**src/rtl/usb_sipo_deframer_pkg.sv**
```systemverilog
// Shared constants and FSM encoding for the USB receive-path SIPO deframer.
package usb_sipo_deframer_pkg;

  // Consecutive 1s after which the transmitter inserts a stuff bit.
  localparam int unsigned StuffRun = 6;

  typedef enum logic [1:0] {
    StIdle,
    StRecv,
    StFlush,
    StDone
  } sipo_state_e;

endpackage

```
**src/rtl/usb_sipo_deframer_unstuffer.sv**
```systemverilog
// Bit unstuffer: tracks runs of accepted 1s and flags the stuff slot that follows a full run.
module usb_bit_unstuffer
  import usb_sipo_deframer_pkg::*;
#(
  parameter bit STUFF_EN = 1'b1
) (
  input  logic clk,
  input  logic rst,
  input  logic clear,
  input  logic bit_in,
  input  logic bit_val,
  output logic data_val,
  output logic stuff_err
);

  logic [2:0] ones_run_q, ones_run_d;
  logic       stuff_slot;

  assign stuff_slot = (STUFF_EN != 1'b0) && (ones_run_q == 3'(StuffRun));
  assign data_val   = bit_val & ~stuff_slot;
  assign stuff_err  = bit_val & stuff_slot & bit_in;

  always_comb begin
    ones_run_d = ones_run_q;
    if (clear) begin
      ones_run_d = '0;
    end else if (bit_val) begin
      // The stuff slot always restarts the run, whatever value it carries.
      if (stuff_slot || !bit_in) begin
        ones_run_d = '0;
      end else if (ones_run_q != 3'(StuffRun)) begin
        ones_run_d = ones_run_q + 3'd1;
      end
    end
  end

  always_ff @(posedge clk) begin
    if (rst) begin
      ones_run_q <= '0;
    end else begin
      ones_run_q <= ones_run_d;
    end
  end

endmodule

```
**src/rtl/usb_sipo_deframer.sv**
```systemverilog
// Unstuffs the decoded serial stream, assembles LSB-first bytes and writes them to the receive fifo.
module usb_sipo_deframer
  import usb_sipo_deframer_pkg::*;
#(
  parameter int unsigned DATA_WIDTH    = 8,
  parameter int unsigned MAX_PKT_BYTES = 1027,
  parameter int unsigned CNT_WIDTH     = 11,
  parameter bit          STUFF_EN      = 1'b1
) (
  input  logic                  clk,
  input  logic                  rst,
  input  logic                  serial_in,
  input  logic                  serial_in_val,
  input  logic                  serial_in_last,
  output logic                  sipo_empty,
  output logic [DATA_WIDTH-1:0] fifo_w_data,
  output logic                  fifo_wr_en,
  input  logic                  fifo_full,
  output logic                  pkt_done,
  output logic [CNT_WIDTH-1:0]  pkt_byte_count,
  output logic                  pkt_err,
  output logic                  err_stuff,
  output logic                  err_align,
  output logic                  err_ovf
);

  localparam int unsigned BitCntW = (DATA_WIDTH > 1) ? $clog2(DATA_WIDTH) : 1;

  sipo_state_e state_q, state_d;

  logic [DATA_WIDTH-1:0] shift_q, shift_next, hold_q;
  logic [BitCntW-1:0]    bit_cnt_q, bit_cnt_next, bit_cnt_d;
  logic [CNT_WIDTH-1:0]  byte_cnt_q, byte_cnt_d;
  logic [CNT_WIDTH:0]    accepted;
  logic hold_valid_q, hold_valid_d, sticky_q, sticky_d;
  logic err_stuff_q, err_align_q, err_ovf_q;
  logic accept, clear, data_bit, stuff_err, byte_done, last_seen, at_max;
  logic load, align_err, ovf_err;

  assign accept = serial_in_val & ((state_q == StIdle) | (state_q == StRecv));
  assign clear  = (state_q == StDone);

  usb_bit_unstuffer #(
    .STUFF_EN (STUFF_EN)
  ) u_unstuffer (
    .clk       (clk),
    .rst       (rst),
    .clear     (clear),
    .bit_in    (serial_in),
    .bit_val   (accept),
    .data_val  (data_bit),
    .stuff_err (stuff_err)
  );

  // Bytes already committed (written plus held) bound the packet length.
  assign accepted   = {1'b0, byte_cnt_q} + (CNT_WIDTH + 1)'(hold_valid_q);
  assign at_max     = accepted >= (CNT_WIDTH + 1)'(MAX_PKT_BYTES);
  assign shift_next = {serial_in, shift_q[DATA_WIDTH-1:1]};
  assign byte_done  = data_bit & (bit_cnt_q == BitCntW'(DATA_WIDTH - 1));
  assign load       = byte_done & ~at_max & (~hold_valid_q | fifo_wr_en);
  assign ovf_err    = (byte_done & (at_max | (hold_valid_q & ~fifo_wr_en)))
                    | ((state_q == StFlush) & serial_in_val);

  assign bit_cnt_next = !data_bit ? bit_cnt_q : byte_done ? '0 : bit_cnt_q + BitCntW'(1);
  assign last_seen    = accept & serial_in_last;
  assign align_err    = last_seen & (bit_cnt_next != '0);
  assign bit_cnt_d    = (last_seen || clear) ? '0 : bit_cnt_next;

  assign hold_valid_d = load | (hold_valid_q & ~fifo_wr_en);
  assign byte_cnt_d   = clear ? '0 : byte_cnt_q + CNT_WIDTH'(fifo_wr_en);
  assign sticky_d     = clear ? 1'b0 : (sticky_q | stuff_err | align_err | ovf_err);

  always_ff @(posedge clk) begin
    if (rst) begin
      state_q <= StIdle;
    end else begin
      state_q <= state_d;
    end
  end

  always_comb begin
    state_d = state_q;
    unique case (state_q)
      StIdle, StRecv: begin
        if (accept) begin
          if (serial_in_last) begin
            state_d = hold_valid_d ? StFlush : StDone;
          end else begin
            state_d = StRecv;
          end
        end
      end
      StFlush: if (fifo_wr_en) state_d = StDone;
      StDone:  state_d = StIdle;
      default: state_d = StIdle;
    endcase
  end

  always_comb begin
    fifo_wr_en     = hold_valid_q & ~fifo_full;
    fifo_w_data    = hold_q;
    sipo_empty     = (state_q == StIdle) & ~hold_valid_q;
    pkt_done       = (state_q == StDone);
    pkt_byte_count = pkt_done ? byte_cnt_q : '0;
    pkt_err        = pkt_done & sticky_q;
    err_stuff      = err_stuff_q;
    err_align      = err_align_q;
    err_ovf        = err_ovf_q;
  end

  always_ff @(posedge clk) begin
    if (rst) begin
      shift_q      <= '0;
      bit_cnt_q    <= '0;
      hold_q       <= '0;
      hold_valid_q <= 1'b0;
      byte_cnt_q   <= '0;
      sticky_q     <= 1'b0;
      err_stuff_q  <= 1'b0;
      err_align_q  <= 1'b0;
      err_ovf_q    <= 1'b0;
    end else begin
      if (data_bit) shift_q <= shift_next;
      if (load) hold_q <= shift_next;
      bit_cnt_q    <= bit_cnt_d;
      hold_valid_q <= hold_valid_d;
      byte_cnt_q   <= byte_cnt_d;
      sticky_q     <= sticky_d;
      err_stuff_q  <= stuff_err;
      err_align_q  <= align_err;
      err_ovf_q    <= ovf_err;
    end
  end

endmodule

```
**config.mk**
```make
export PLATFORM = sky130hd
export DESIGN_NAME = usb_sipo_deframer
export DESIGN_NICKNAME = d
export VERILOG_FILES = /design/src/rtl/usb_sipo_deframer_pkg.sv /design/src/rtl/usb_sipo_deframer_unstuffer.sv /design/src/rtl/usb_sipo_deframer.sv
export SDC_FILE = /design/constraint.sdc
export NUM_CORES = 1
export LEC_CHECK = 0
export BUFFER_PORTS_ARGS = -buffer_cell sky130_fd_sc_hd__buf_4
export CORE_MARGIN = 2
export CORE_UTILIZATION = 26
export DETAILED_ROUTE_END_ITERATION = 10
export PLACE_DENSITY = 0.44
export SETUP_SLACK_MARGIN = 0.15
export SYNTH_ARGS = -nofsm -noshare
export SYNTH_HDL_FRONTEND = slang
export SYNTH_SLANG_ARGS = --single-unit
```
**constraint.sdc**
```tcl
create_clock -name clk -period 3.65 [get_ports clk]
set_clock_uncertainty 0.15 [all_clocks]
set_input_delay 0.365 -clock clk [delete_from_list [all_inputs] [get_ports clk]]
set_output_delay 0.365 -clock clk [all_outputs]
set_load 0.01 [all_outputs]
```
After elaboration in Yosys (flattened, before gate mapping) --
Index checks and enable logic that the tools add are counted. W data, S select, Z words.
Word-level totals: bits in registers 40, input port bits 6, output and inout bits 26
Cells by class: bitwise logic cells 28, multiplexer cells 10, equal/unequal tests 8, reduce and logical (&&, ||, !) cells 11, $lt $le $gt $ge 1, add/sub/neg operators 4
Operators with widths (count):
- $and A1 B1 Y1 | 15
- $add A11 B1 Y12 | 1
- $ge A12 B11 Y1 const B | 1
- $mux W3 | 4
- $add A11 B1 Y11 | 1
- $mux W11 | 1
- $or A1 B1 Y1 | 8
- $add A3 B1 Y3 const B | 2
- $eq A3 B3 Y1 const B | 2
- $mux W2 | 3
- $pmux W2 S3 | 1
- $reduce_or A2 Y1 | 3
- $not A1 Y1 | 5
- $eq A2 B2 Y1 const B | 2
- $ne A2 B2 Y1 const B | 2
- $reduce_and A2 Y1 | 2
- $ne A3 B3 Y1 const B | 1
- $reduce_bool A3 Y1 | 1
- $eq A2 B1 Y1 const B | 1
- $logic_not A2 Y1 | 1
- $logic_or A1 B1 Y1 | 2
- $reduce_bool A2 Y1 | 1
- $logic_not A1 Y1 | 1
- $mux W1 | 1

Logic depth before layout (Yosys ltp) --
Gate-level depths: netlist of run 1.
depth after elaboration 12, gate-level depth with buffers 8, depth with buffers taken out 8

Cells and area by module --
A second synthesis of run 1 with hierarchy kept.
Unflattened totals: cells, all modules 208, area, all modules 1984.4 um^2
Modules (own cells, without submodules):
- usb_sipo_deframer | cells an instance 191, instances 1, area an instance 1814.2 um^2
- usb_bit_unstuffer | cells an instance 17, instances 1, area an instance 170.2 um^2

Least setup slack after synthesis of run 1 --
OpenSTA, ideal clock, no wires.
kind register to register, from register hold_valid_q, to register hold_q[0], in the netlist fifo_w_data[0], cell stages (with the launch flop) 8, library setup time 0.072 ns, clock period less this slack 2.208 ns, arrival time 1.986 ns, buffers on the path 0, slack 1.442 ns, data required time 3.428 ns, cells stage by stage dfxtp_1 > ha_1 > nand3_2 > nor3_2 > mux2_4 > o41a_4 > nor2_8 > mux2i_1
On the way: longest elaborated chain between the ends 5, elaborated cells between the ends (all ways) 8, those cells by class 1 x add/sub; 1 x order compare; 6 x bitwise
Ends and longest elaborated chain:
- start, declared | line usb_sipo_deframer.sv:35 | logic hold_valid_q, hold_valid_d, sticky_q, sticky_d;
- start signal, assigned | line usb_sipo_deframer.sv:126 | hold_valid_q <= hold_valid_d;
- $add A11 B1 Y12 | line usb_sipo_deframer.sv:56 | assign accepted = {1'b0, byte_cnt_q} + (CNT_WIDTH + 1)'(hold_valid_q);
- $ge A12 B11 Y1 | line usb_sipo_deframer.sv:57 | assign at_max = accepted >= (CNT_WIDTH + 1)'(MAX_PKT_BYTES);
- $not A1 Y1 | line usb_sipo_deframer.sv:60 | assign load = byte_done & ~at_max & (~hold_valid_q | fifo_wr_en);
- $and A1 B1 Y1 | line usb_sipo_deframer.sv:60
- $and A1 B1 Y1 (*) | line usb_sipo_deframer.sv:60
- end signal, assigned | line usb_sipo_deframer.sv:124 | if (load) hold_q <= shift_next;
- end, declared | line usb_sipo_deframer.sv:31 | logic [DATA_WIDTH-1:0] shift_q, shift_next, hold_q;
Every way passes the cells marked *; elsewhere a longest branch is shown, timed or not. A chain may end at the register's enable or synchronous reset.

Final worst setup path of run 1 --
from register hold_valid_q, to register hold_q[4], in the netlist fifo_w_data[4]
The elaborated chain is that of the path after synthesis.

==> impl_metrics.csv, run 1 <==
group,metric,value,unit
min_path,hp-class,"input pin to register",
sta,finalHoldViolCount,0,
job,drv_cap,0,
worst_setup_path,max_stage_delay,0.49,ns
power,total_power,931.6,µW
global_route,antenna_found_initial,0,
worst_setup_path,r2r_cells,8,
routing,remaining_drc_errors,0,
min_path,hold_path_end,"u_unstuffer.ones_run_q[2]",
synth,yosysWarnings,0,
clocking,cts_setup_buffers,0,
routing,route.vias.total,1679,
synth,synth_area_leaders,"dfxtp_1 (38%), nand2_1 (5.5%), a21oi_1 (5.1%)",
worst_setup_path,cp_cell_sequence,"ha_1 -> ha_1 -> nand3_1 -> o21ai_1 -> nand3_2 -> o41a_4 -> nor2_8 -> mux2i_1",
finish,area_delta_synth_final,21.52,%
worst_setup_path,critical_path_class,"register to register",
synth,ys_ff_latch,39,
global_route,grt-ovfl-total,0,
global_route,grt_max_degree,33,
routing,via_per_inst,4.563,
clocking,numCtsBuffers,5,
synth,synthesis.area,0.002047,mm²
worst_setup_path,slowest_stage,"o41a_4",
synth,yosys_most_used_dff,"dfxtp_1",
clocking,cts.path.max_buffers,2,
worst_setup_path,crit_top_cell,"ha_1",
floorplanning,core_region_area,0.007687,mm²
floorplanning,dieArea,0.008599,mm²
synth,yosysTopAreaCell,"dfxtp_1",
power,peakVddDrop,0.1990,mV
routing,wl,4604,µm
sta,clock.fmax,411.2,MHz
synth,syn_nets,251,
worst_setup_path,cp.arrival,2.50,ns
global_route,grt_pass1_wl,8142,µm
finish,final_util,0.3236,
min_path,min_from,"serial_in",
place,gp_congestion,0.8046,
clocking,cts_root_buf,"clkbuf_8",
floorplanning,io_pins,32,
floorplanning,rows,32,
place,io_buffers,31,
power,leakagePower,0.001009,µW
finish,drive_gt1_frac,0.2481,
routing,drt-pass1-iter-count,4,
synth,ys_seq_area_frac,0.3814,
clocking,clock-sinks,39,
sta,min_period_over_period,0.6662,
worst_setup_path,r2r-start,"hold_valid_q",
status,status,"finished, final reports clean",
worst_setup_path,end_kind,"register",
worst_setup_path,critPathLaunchType,"register",
synth,async_flop_share,0,
synth,avgSynthCellArea,8.637,µm²
sta,worst_pin_slew,0.4806,ns
worst_setup_path,r2r-end,"fifo_w_data[4]",
finish,antenna_cells,0,
sta,rsz0062_at_grt,"false",
global_route,grt_pass1_vias,1714,
worst_setup_path,cp.required,3.72,ns
worst_setup_path,r2r_setup_slack,1.22,ns
sta,maxSlewViolCount,0,
synth,synth_common_cells,"dfxtp_1 (39), nand2_1 (30), a21oi_1 (21)",
worst_setup_path,crit_fanout,7,
sta,finalCriticalPeriod,2.432,ns
clocking,ctsResizeCount,0,
floorplanning,start_util,0.2663,
sta,finalSetupViolations,0,
synth,synth.distinct_cells,47,
power,power_density,374.5,mW/mm²
finish,final_nets,279,
routing,drt-initial-drc-count,49,
clocking,clock_latency,0.29,ns
synth,synth_cells,237,
floorplanning,die_x,92.73,µm
synth,synth-edff-count,0,
clocking,tritoncts,"done",
routing,avgRoutedWirePerCell,12.51,µm
synth,synthMostInstantiatedCell,"dfxtp_1",
floorplanning,fp.dieH,92.73,µm
clocking,hold_buffers,0,
global_route,grtUsageTotal,0.1169,
place,dp_hpwl,3341,µm
clocking,path_clk_slew,0.08,ns
min_path,whs_path_depth,3,
routing,drtAntennaViolNets,0,
sta,tns,0,ns
finish,fillers,844,
synth,synth_top_area_frac,0.3814,
clocking,htree_num_levels,2,
sta,maxSlewHeadroom,0.6792,
## sequential cells by signal, summed over array words and instances, names as in the netlist
name                    flops
err_stuff                   1
bit_cnt_q                   3
state_q                     2
hold_valid_q                1
err_align                   1
u_unstuffer.ones_run_q      3
shift_q                     7
sticky_q                    1
fifo_w_data                 8
err_ovf                     1
byte_cnt_q                 11
## metrics by stage
stage	hold slack [ns]	instance area (µm²)	instances	worst slack (ns)
after floorplan	0.2814	2047	237	1.442
after global placement	0.2982	2351	360	1.295
after detailed placement	0.2978	2351	360	1.221
after CTS	0.1824	2487	368	1.202
after global routing	0.2245	2487	368	1.038
final	0.1914	2487	368	1.218
## worst max path at each step
stage | start | end | slack (ns)
after floorplan | hold_valid_q | fifo_w_data[0] | 1.44
final | hold_valid_q | fifo_w_data[4] | 1.22
after detailed placement | hold_valid_q | fifo_w_data[4] | 1.22
after CTS | hold_valid_q | fifo_w_data[4] | 1.20
after global routing | hold_valid_q | fifo_w_data[4] | 1.04
after global placement | hold_valid_q | fifo_w_data[4] | 1.30
## worst max-delay path, delay by kind of cell (launching register included)
kind / cells / cell delay [ns]
compound gates: 2 / 0.69
mux: 1 / 0.23
flops: 1 / 0.37
fa+ha+maj: 2 / 0.48
simple gates: 3 / 0.44
## power breakdown
| part | switching [µW] | leakage, µW | total [µW] | internal [µW] |
|---|---|---|---|---|
| Sequential | 12.3 | 0.000315 | 445 | 432 |
| Combinational | 34.0 | 0.000629 | 55.0 | 21.0 |
| Clock | 159 | 0.0000644 | 432 | 273 |
| Total | 206 | 0.00101 | 932 | 726 |
## layout by cell type (no fill, tap or decap), drive strengths merged, types with 7 or more instances in the layout
cell | synthesis | routed
and3 | 13 | 13
nand2 | 32 | 32
or2b | 14 | 14
nor2 | 18 | 18
o21ai | 10 | 10
ha | 8 | 8
buf | 3 | 32
dfxtp | 39 | 39
a21oi | 21 | 21
mux2i | 7 | 7
nor3 | 9 | 9
## cells by family (layout without fill, tap and decap cells)
| logic type | count (synthesis) | after routing | share of synthesized area |
|---|---|---|---|
| AO/OA/AOI/OAI | 44 | 44 | 0.1339 |
| XOR/XNOR | 8 | 8 | 0.03423 |
| adder cells (fa/ha/maj) | 8 | 8 | 0.04890 |
| buffers and inverters | 15 | 44 | 0.03851 |
| flip-flops | 39 | 39 | 0.3814 |
| multiplexers | 8 | 8 | 0.04156 |
| AND/OR/NAND/NOR | 115 | 115 | 0.3215 |
## metal layers
layer | vias to the layer above | global-route usage | share of wire
met5 | - | 0 | 0
li1 | 879 | - | -
met3 | 2 | 0.02685 | 0.030
met4 | 0 | 0.03309 | 0.0041
met2 | 23 | 0.1922 | 0.48
met1 | 775 | 0.1535 | 0.49
## final cells by class
type                    count  area [µm²]  area share
multi-input cells         183        1187      0.4774
flip-flops and latches     39       780.7      0.3139
repair buffers             32       240.2     0.09658
well taps                 102       127.6     0.05131
clock buffers               5       68.82     0.02767
clock inverters             3       67.56     0.02716
inverters                   4       15.01    0.006036
No activity file was read; power rests on OpenSTA's default activity.
==> inputs of run 2 (changes only) <==
ABC_AREA = 1   (was unset)
PLACE_DENSITY = 0.45   (was 0.44)
clock period = 2.1 ns   (was 3.65 ns; I/O delays follow)
==> run 2 against run 1 <==
Effect of this change:
- via count up 12%
- non-clock buffer count up 17
- wire length up 7.4%
- synthesized area down 5.0%
- total power up 79%
- worst hold slack worse by 0.18 ns
- final cell count up 19%
- fmax up 21%
- sequential power up 75%
- flip-flop and latch count unchanged
- critical path depth up 8
==> impl_metrics.csv, run 2 <==
group,metric,value,unit
status,status,"finished, final reports clean",
place,io_buffers,31,
worst_setup_path,critPathTopFamily,"simple AND/OR/NAND/NOR gates",
sta,maxSlewViolCount,0,
floorplanning,start_util,0.2681,
finish,area_delta_synth_final,39.06,%
worst_setup_path,path_buf_inv,3,
clocking,cts_root_buf,"clkbuf_8",
synth,ys_ff_latch,39,
global_route,grt_pass1_wl,8245,µm
sta,rsz0062_at_grt,"true",
worst_setup_path,r2r_cells,16,
power,peakVddDrop,0.2548,mV
synth,synth_area_leaders,"dfxtp_1 (40%), nor2_1 (12%), nand2_1 (9.8%)",
floorplanning,fp.dieH,90.48,µm
synth,async_flop_share,0,
routing,route.vias.total,1883,
clocking,tritoncts,"done",
sta,finalCriticalPeriod,2.005,ns
clocking,path_clk_slew,0.08,ns
synth,synth.distinct_cells,26,
worst_setup_path,max_stage_delay,0.36,ns
clocking,hold_buffers,0,
synth,synthesis.area,0.001944,mm²
power,leakagePower,0.001162,µW
worst_setup_path,cp.required,2.15,ns
clocking,numCtsBuffers,5,
synth,yosysTopAreaCell,"dfxtp_1",
clocking,htree_num_levels,2,
synth,synth_common_cells,"nor2_1 (60), nand2_1 (51), inv_1 (43)",
synth,ys_seq_area_frac,0.4015,
min_path,whs_path_depth,2,
synth,synthMostInstantiatedCell,"nor2_1",
min_path,hp-class,"input pin to register",
finish,fillers,800,
power,power_density,616.1,mW/mm²
sta,hold_slack,0.01592,ns
sta,finalSetupViolations,0,
clocking,clock_latency,0.30,ns
global_route,grtUsageTotal,0.1258,
global_route,grt_max_degree,14,
worst_setup_path,slowest_stage,"dfxtp_2",
routing,wl,4946,µm
finish,multiInputGateArea,0.001109,mm²
synth,synth-edff-count,0,
global_route,antenna_found_initial,0,
place,gp_congestion,0.7742,
worst_setup_path,r2r-start,"byte_cnt_q[0]",
sta,finalHoldViolCount,0,
job,drv_cap,0,
synth,synth_cells,286,
sta,maxSlewHeadroom,0.7413,
synth,syn_nets,300,
global_route,grt_pass1_vias,1733,
synth,yosysWarnings,0,
finish,layout_commonest_cell,"nor2_1",
finish,final_util,0.3728,
synth,synth_top_area_frac,0.4015,
worst_setup_path,cp.arrival,2.06,ns
min_path,hold_path_end,"state_q[0]",
synth,yosys_most_used_dff,"dfxtp_1",
floorplanning,die_x,90.48,µm
finish,final_nets,351,
worst_setup_path,crit_fanout,3,
routing,remaining_drc_errors,0,
sta,worst_pin_slew,0.3877,ns
clocking,cts.path.max_buffers,2,
routing,avgRoutedWirePerCell,11.32,µm
finish,largest_reg_flops,11,
floorplanning,rows,31,
place,dp_hpwl,3608,µm
worst_setup_path,critical_path_class,"register to register",
worst_setup_path,critPathLaunchType,"register",
global_route,grt-ovfl-total,0,
finish,drive_gt1_frac,0.2899,
clocking,clock-sinks,39,
worst_setup_path,end_kind,"register",
sta,clock.fmax,498.7,MHz
finish,antenna_cells,0,
floorplanning,core_region_area,0.007253,mm²
worst_setup_path,r2r-end,"sticky_q",
routing,via_per_inst,4.309,
routing,drt-pass1-iter-count,4,
routing,drt-initial-drc-count,46,
worst_setup_path,cp_cell_sequence,"ha_4 -> ha_4 -> inv_2 -> nor2_4 -> nand2_2 -> nand2_1 -> nand2_1 -> nor2_1 -> nand3_1 -> nand2_2 -> buf_6 -> nand3_2 -> nand2_2 -> nand2_1 -> o21ai_1 -> inv_1",
finish,layout_common_cells,"nor2_1 (55), nand2_1 (46), buf_4 (45), inv_1 (40), dfxtp_1 (35)",
worst_setup_path,r2r_setup_slack,0.09,ns
finish,seqCellArea,788.3,µm²
sta,min_period_over_period,0.9549,
min_path,min_from,"rst",
finish,largest-register,"byte_cnt_q",
routing,drtAntennaViolNets,0,
synth,avgSynthCellArea,6.798,µm²
floorplanning,io_pins,32,
floorplanning,dieArea,0.008186,mm²
==> run 2: per-stage QoR <==
stage	std cells	power [µW]	TNS [ns]	setup WS (ns)	instance area (µm²)
global route	437	1735	-0.5563	-0.1024	2704
CTS	431	1682	0	0.07036	2586
finish	437	1666	0	0.09481	2704
global placement	420	921.3	-0.02692	-0.02692	2357
detailed placement	420	921.9	-0.06019	-0.02061	2357
floorplan	286	872.8	0	0.1564	1961
==> run 2: cell families (layout without fill, tap and decap cells) <==
group | after synthesis | count (layout) | share of synthesized area
compound gates | 50 | 50 | 0.1338
fa+ha+maj | 8 | 8 | 0.05148
flops | 39 | 39 | 0.4015
mux | 1 | 1 | 0.005148
simple gates | 135 | 136 | 0.2915
xor+xnor | 3 | 3 | 0.01352
buf+inv | 50 | 101 | 0.1030
==> run 2: worst reg2reg max path: stages (launching register included) <==
cell	delay, ns
dfxtp_2	0.36
ha_4	0.15
ha_4	0.14
inv_2	0.05
nor2_4	0.10
nand2_2	0.07
nand2_1	0.06
nand2_1	0.04
nor2_1	0.11
nand3_1	0.10
nand2_2	0.13
buf_6	0.12
nand3_2	0.05
nand2_2	0.07
nand2_1	0.05
o21ai_1	0.12
inv_1	0.04
==> run 2: layout make-up <==
class                      instances  share of cell area
multi-input combinational        198              0.4100
timing repair buffer              49              0.1416
tap                               99             0.04581
sequential                        39              0.2915
inverter                          44             0.06201
clock inverter                     2             0.02221
clock buffer                       6             0.02684
==> run 2: where the power goes <==
| group | total (µW) | switching [µW] | internal (µW) |
|---|---|---|---|
| logic | 129 | 79.4 | 50.0 |
| clock network | 758 | 282 | 475 |
| registers | 779 | 17.1 | 762 |
==> run 2: repair_timing <==
item,4_1_cts,5_1_grt
pin swaps,12,17
gates resized for setup,27,25
setup endpoints to repair,13,15
setup buffers,2,6
cloned,1,0
==> run 2: metal layers <==
layer / GRT usage / vias up / share of wire
li1: - / 1004 / -
met1: 0.1640 / 844 / 0.50
met2: 0.1965 / 25 / 0.45
met3: 0.02671 / 10 / 0.029
met4: 0.06154 / 0 / 0.023
met5: 0 / - / 0
==> run 2: how the worst max path moves through the flow <==
stage	start	end	slack [ns]	depth (start not counted)
after floorplan	byte_cnt_q[0]	fifo_w_data[7]	0.16	14
after global placement	fifo_full	byte_cnt_q[10]	-0.03	15
after detailed placement	fifo_full	byte_cnt_q[10]	-0.02	15
after CTS	hold_valid_q	sticky_q	0.07	15
after global routing	byte_cnt_q[0]	sticky_q	-0.10	16
final	byte_cnt_q[0]	sticky_q	0.09	16
